### config.mk
export PLATFORM = sky130hd
export DESIGN_NAME = muldiv_unit
export DESIGN_NICKNAME = d
export VERILOG_FILES = /design/src/rtl/muldiv_unit.sv
export SDC_FILE = /design/constraint.sdc
export NUM_CORES = 1
export LEC_CHECK = 0
export ABC_AREA = 1
export BUFFER_PORTS_ARGS = -buffer_cell sky130_fd_sc_hd__buf_2
export CAP_MARGIN = 20
export CORE_ASPECT_RATIO = 1.4
export CORE_MARGIN = 2
export CORE_UTILIZATION = 60
export DETAILED_ROUTE_END_ITERATION = 16
export GPL_TIMING_DRIVEN = 1
export PLACE_DENSITY = 0.8
export SYNTH_ARGS = -nofsm -noshare
export SYNTH_HDL_FRONTEND = slang
export SYNTH_SLANG_ARGS = --single-unit
### constraint.sdc
create_clock -name clk_i -period 4 [get_ports clk_i]
set_input_delay 0.8 -clock clk_i [delete_from_list [all_inputs] [get_ports clk_i]]
set_output_delay 0.8 -clock clk_i [all_outputs]
set_load 0.005 [all_outputs]
### src/rtl/muldiv_unit.sv
// Iterative 32-bit unsigned multiply/divide unit for the EX stage.
// One shift-add or restoring-divide step per cycle, 32 steps per operation.
module muldiv_unit (
  input  logic        clk_i,
  input  logic        rst_i,
  input  logic        start_i,
  input  logic [1:0]  op_i,
  input  logic [31:0] data0_i,
  input  logic [31:0] data1_i,
  input  logic        flush_i,
  output logic        busy_o,
  output logic        stall_o,
  output logic        valid_o,
  output logic [31:0] result_o
);

  localparam int DATA_W = 32;

  localparam logic [1:0] OP_MUL   = 2'b00;
  localparam logic [1:0] OP_MULHU = 2'b01;
  localparam logic [1:0] OP_DIVU  = 2'b10;
  localparam logic [1:0] OP_REMU  = 2'b11;

  typedef enum logic [1:0] {
    IDLE = 2'b00,
    BUSY = 2'b01,
    DONE = 2'b10
  } state_t;

  state_t              state_q, state_d;
  logic                accept;
  logic                finish;

  logic [1:0]          op_q;
  logic [4:0]          cnt_q;
  logic [2*DATA_W-1:0] opa_q;    // multiplicand (shifts left) or quotient in the low half
  logic [DATA_W-1:0]   opb_q;    // multiplier (shifts right) or divisor
  logic [2*DATA_W-1:0] acc_q;    // product accumulator or partial remainder in the low half
  logic [DATA_W-1:0]   result_q;

  logic [2*DATA_W-1:0] mul_acc_nxt;
  logic [2*DATA_W-1:0] div_nxt;
  logic [DATA_W-1:0]   rem_nxt;
  logic [DATA_W-1:0]   quot_nxt;
  logic [DATA_W-1:0]   result_sel;

  // One shift-add step: add the aligned multiplicand when the current multiplier bit is set.
  function automatic logic [2*DATA_W-1:0] mul_step(
    input logic [2*DATA_W-1:0] acc,
    input logic [2*DATA_W-1:0] mcand,
    input logic                mbit
  );
    return mbit ? (acc + mcand) : acc;
  endfunction

  // One restoring step on {rem, quot}; returns {rem, quot}.
  // A zero divisor always "succeeds", which yields all-ones quotient and rem == dividend.
  function automatic logic [2*DATA_W-1:0] div_step(
    input logic [DATA_W-1:0] rem,
    input logic [DATA_W-1:0] quot,
    input logic [DATA_W-1:0] dvsr
  );
    logic [DATA_W:0] shifted;
    logic [DATA_W:0] diff;
    shifted = {rem, quot[DATA_W-1]};
    diff    = shifted - {1'b0, dvsr};
    if (!diff[DATA_W])
      return {diff[DATA_W-1:0], quot[DATA_W-2:0], 1'b1};
    else
      return {shifted[DATA_W-1:0], quot[DATA_W-2:0], 1'b0};
  endfunction

  always_comb begin
    mul_acc_nxt = mul_step(acc_q, opa_q, opb_q[0]);
    div_nxt     = div_step(acc_q[DATA_W-1:0], opa_q[DATA_W-1:0], opb_q);
    rem_nxt     = div_nxt[2*DATA_W-1:DATA_W];
    quot_nxt    = div_nxt[DATA_W-1:0];
    case (op_q)
      OP_MUL:   result_sel = mul_acc_nxt[DATA_W-1:0];
      OP_MULHU: result_sel = mul_acc_nxt[2*DATA_W-1:DATA_W];
      OP_DIVU:  result_sel = quot_nxt;
      OP_REMU:  result_sel = rem_nxt;
      default:  result_sel = '0;
    endcase
  end

  always_ff @(posedge clk_i) begin
    if (rst_i) state_q <= IDLE;
    else       state_q <= state_d;
  end

  // Flush overrides everything; reset is folded in so a start during reset is never accepted.
  always_comb begin
    state_d = state_q;
    accept  = 1'b0;
    finish  = 1'b0;
    case (state_q)
      IDLE: begin
        if (start_i) begin
          accept  = 1'b1;
          state_d = BUSY;
        end
      end
      BUSY: begin
        if (cnt_q == 5'd0) begin
          finish  = 1'b1;
          state_d = DONE;
        end
      end
      DONE: begin
        if (start_i) begin
          accept  = 1'b1;
          state_d = BUSY;
        end else begin
          state_d = IDLE;
        end
      end
      default: state_d = IDLE;
    endcase
    if (flush_i || rst_i) begin
      accept  = 1'b0;
      finish  = 1'b0;
      state_d = IDLE;
    end
  end

  // Iteration datapath
  always_ff @(posedge clk_i) begin
    if (rst_i) begin
      op_q     <= OP_MUL;
      cnt_q    <= '0;
      opa_q    <= '0;
      opb_q    <= '0;
      acc_q    <= '0;
      result_q <= '0;
    end else if (accept) begin
      op_q  <= op_i;
      cnt_q <= 5'd31;
      opa_q <= {{DATA_W{1'b0}}, data0_i};
      opb_q <= data1_i;
      acc_q <= '0;
    end else if (state_q == BUSY && !flush_i) begin
      cnt_q <= cnt_q - 5'd1;
      if (op_q[1]) begin
        acc_q <= {{DATA_W{1'b0}}, rem_nxt};
        opa_q <= {{DATA_W{1'b0}}, quot_nxt};
      end else begin
        acc_q <= mul_acc_nxt;
        opa_q <= opa_q << 1;
        opb_q <= opb_q >> 1;
      end
      if (finish) result_q <= result_sel;
    end
  end

  assign busy_o   = (state_q == BUSY);
  assign valid_o  = (state_q == DONE);
  assign stall_o  = accept | busy_o;
  assign result_o = result_q;

endmodule

==> flow_metrics.tcl <==
set metrics [dict create \
    firstDrtPassIters 8 \
    critPathMostFrequentCell "nand2_1" \
    antenna_found_initial 3 \
    tritoncts "built" \
    synth-seq-area-share 0.2236 \
    slowest_delay_ns 0.73 \
    critPathLaunch "acc_q[52]$_SDFFE_PP0P_" \
    portBuffers 104 \
    place_congestion 1.049 \
    cts_resized 0 \
    numCtsBuffers 23 \
    wl_per_cell_um 18.28 \
    worstSetupEndpoint "result_o[26]$_SDFFE_PP0P_" \
    period_needed_ns 3.452 \
    drc_errors 0 \
    ys_ff_latch 201 \
    die_y_um 208.9 \
    grt_pass1_wl_um 105800 \
    fin_util 0.6551 \
    fmax_mhz 289.7 \
    wl_um 68040 \
    via_count 21210 \
    grtUsageTotal 0.4307 \
    crit_fanout 5 \
    syn_to_final_growth_pct 8.296 \
    cts_sinks 201 \
    cp.required_ns 4.39 \
    fin_ws_ns 0.5483 \
    peakVddDrop_mv 0.3796 \
    critPathCaptureType "flop" \
    cts_root_buf "clkbuf_16" \
    nets 3491 \
    path_clk_slew_ns 0.06 \
    start_util 0.6049 \
    hold_class "reg2reg" \
    max-slew-margin-rel 0.2352 \
    ant_nets 0 \
    vias_per_cell 5.698 \
    layout-drive-gt1-share 0.05993 \
    dpl_worst_slack_ns 0.8727 \
    place_hpwl_um 51500 \
    clock_skew_ns 0.01057 \
    layout_commonest_cell "nand2_1" \
    boundaryPins 105 \
    grt.overflow.total 0 \
    crit_type "reg2reg" \
    slowest_stage "a21oi_1" \
    synth_area_sq_um 17990 \
    worstSetupPathDepth 15 \
    synthCells 3288 \
    layout_common_cells "nand2_1 (1,315), inv_1 (526), nand3_1 (241)" \
    cts_max_level 1 \
    yosys_warnings 0 \
    timing.rr.start "acc_q[52]$_SDFFE_PP0P_" \
    cp-start-kind "flop" \
    rows 75 \
    met2WireLength_um 31000 \
    synth_cell_types 35 \
    reg2reg_depth 15 \
    worst-slew-pin-transition_ns 1.147 \
    ctsHoldBuffers 0 \
    die_x_um 150.4 \
    arrival_ns 3.84 \
    post-route-period-util 0.8629 \
    crit_family "simple AND/OR/NAND/NOR gates" \
    tns_ns 0 \
    drt-met1-wl_um 24360 \
    hold_violations 0 \
    synth.avg_cell_area_sq_um 5.472 \
    setup_violations 0 \
    clock_latency_ns 0.54 \
    clk_path_buf_depth 3 \
    critPathBufInv 1 \
    top_layer_used "met5" \
    rrSetupSlack_ns 0.55 \
    core_area_sq_um 29750 \
    outcome "complete, no violations" \
    rsz0062_at_grt "false" \
    drt_iter0_drc 1989 \
    power_density_nw_per_um2 285.5 \
    antenna-diode-count 0 \
    syn_nets 3457 \
    grt_max_degree 96 \
    postCtsSetupRepairBufs 0 \
    crit_path_cell_trace "ha_1, nand2_1, inv_1, a21oi_1, nor2_1, nor2_1, nand2_1, a21oi_1, nand2_1, nand2_1, nand3_1, nand2_1, nand3_1, nand2_1, a21oi_1" \
    wl_met3_um 6525 \
    final_max_slew_viol_count 0 \
    maxCapViolations 0 \
    die_area_sq_um 31410 \
    r2r_end "result_o[26]$_SDFFE_PP0P_" \
    grt_pass1_vias 20480 \
    power_leakage_nw 10.26 \
]
==> per-stage QoR <==
step                      hold slack, ns  instance area (sq um)  cells  total power, mW
after floorplan                   0.4525                  17990   3288            2.942
after global placement            0.4486                  18700   3682            3.259
after detailed placement          0.4598                  18700   3682            3.280
after CTS                         0.4698                  19490   3722            5.529
after global routing              0.4893                  19490   3722            5.748
final                             0.4686                  19490   3722            5.564
==> cell usage after synthesis <==
cell / instances / share of area
o21bai_1: 9 / 0.0038
ha_1: 97 / 0.067
nor3_1: 17 / 0.0047
a31oi_1: 64 / 0.022
a21oi_1: 198 / 0.055
xnor2_1: 16 / 0.0078
a21o_1: 2 / 0.00083
nand3b_1: 9 / 0.0038
nand2_2: 11 / 0.0038
nor2_2: 2 / 0.00070
nor4_1: 2 / 0.00070
and2_1: 4 / 0.0014
buf_2: 9 / 0.0025
clkbuf_1: 89 / 0.019
nor2_1: 225 / 0.047
a21oi_2: 4 / 0.0019
o211ai_1: 30 / 0.013
nand3_1: 241 / 0.067
dfxtp_1: 201 / 0.22
buf_1: 14 / 0.0029
nand2_4: 2 / 0.0013
clkinv_1: 2 / 0.00042
o21ai_1: 6 / 0.0017
xor2_1: 22 / 0.011
buf_6: 6 / 0.0038
o21ai_0: 137 / 0.038
nand4_1: 10 / 0.0035
inv_1: 529 / 0.11
nor3_2: 1 / 0.00056
fa_1: 2 / 0.0022
nor4_4: 1 / 0.0012
or2_2: 8 / 0.0028
nand2_1: 1315 / 0.27
inv_2: 2 / 0.00042
a221oi_1: 1 / 0.00049
==> worst min path at each step <==
| stage | cells after the start | slack, ns | end | start |
|---|---|---|---|---|
| 2_1_floorplan | 2 | 0.45 | opa_q[63]$_SDFFE_PP0P_ | opa_q[63]$_SDFFE_PP0P_ |
| 3_5_place_dp | 2 | 0.46 | result_o[3]$_SDFFE_PP0P_ | result_o[3]$_SDFFE_PP0P_ |
| 4_1_cts | 2 | 0.47 | result_o[29]$_SDFFE_PP0P_ | result_o[29]$_SDFFE_PP0P_ |
| 5_1_grt | 2 | 0.49 | result_o[31]$_SDFFE_PP0P_ | result_o[31]$_SDFFE_PP0P_ |
| 6_report | 2 | 0.47 | result_o[29]$_SDFFE_PP0P_ | result_o[29]$_SDFFE_PP0P_ |
| 3_3_place_gp | 2 | 0.45 | result_o[9]$_SDFFE_PP0P_ | result_o[9]$_SDFFE_PP0P_ |
==> layer usage <==
metal	up-vias	GRT usage
met4	4	0.3305
met2	1063	0.7061
li1	10330	-
met3	317	0.1022
met5	-	0
met1	9493	0.4744
==> registers in the layout, summed over array words and instances (netlist names) <==
signal and cells:
cnt_q 5, state_q 2, acc_q 64, result_o 32, op_q 2, opb_q 32, opa_q 64
==> where the power goes <==
part	internal (mW)	switching, mW
clock	1.35	0.940
sequential	2.06	0.0575
combinational	0.347	0.815
total	3.75	1.81
==> worst register-to-register path: cells and delay by family (launching register included) <==
kind	cells	cell delay, ns
compound gates	3	0.96
fa+ha+maj	1	0.36
buf+inv	1	0.05
flops	1	0.42
simple gates	10	1.52
==> cells by family after synthesis <==
group,synth area share
AO/OA/AOI/OAI,0.1366
buffers and inverters,0.1389
AND/OR/NAND/NOR,0.4126
flip-flops,0.2236
XOR/XNOR,0.01850
adder cells (fa/ha/maj),0.06968
==> layout make-up <==
class	instances	area, sq um
sequential	201	4029
tap	385	481.7
clock inverter	7	121.4
multi-input combinational	2436	11480
fill	2938	10260
timing repair buffer	127	705.7
inverter	533	2001
clock buffer	33	663.1
Note: power is estimated with default switching activity, not from simulation.
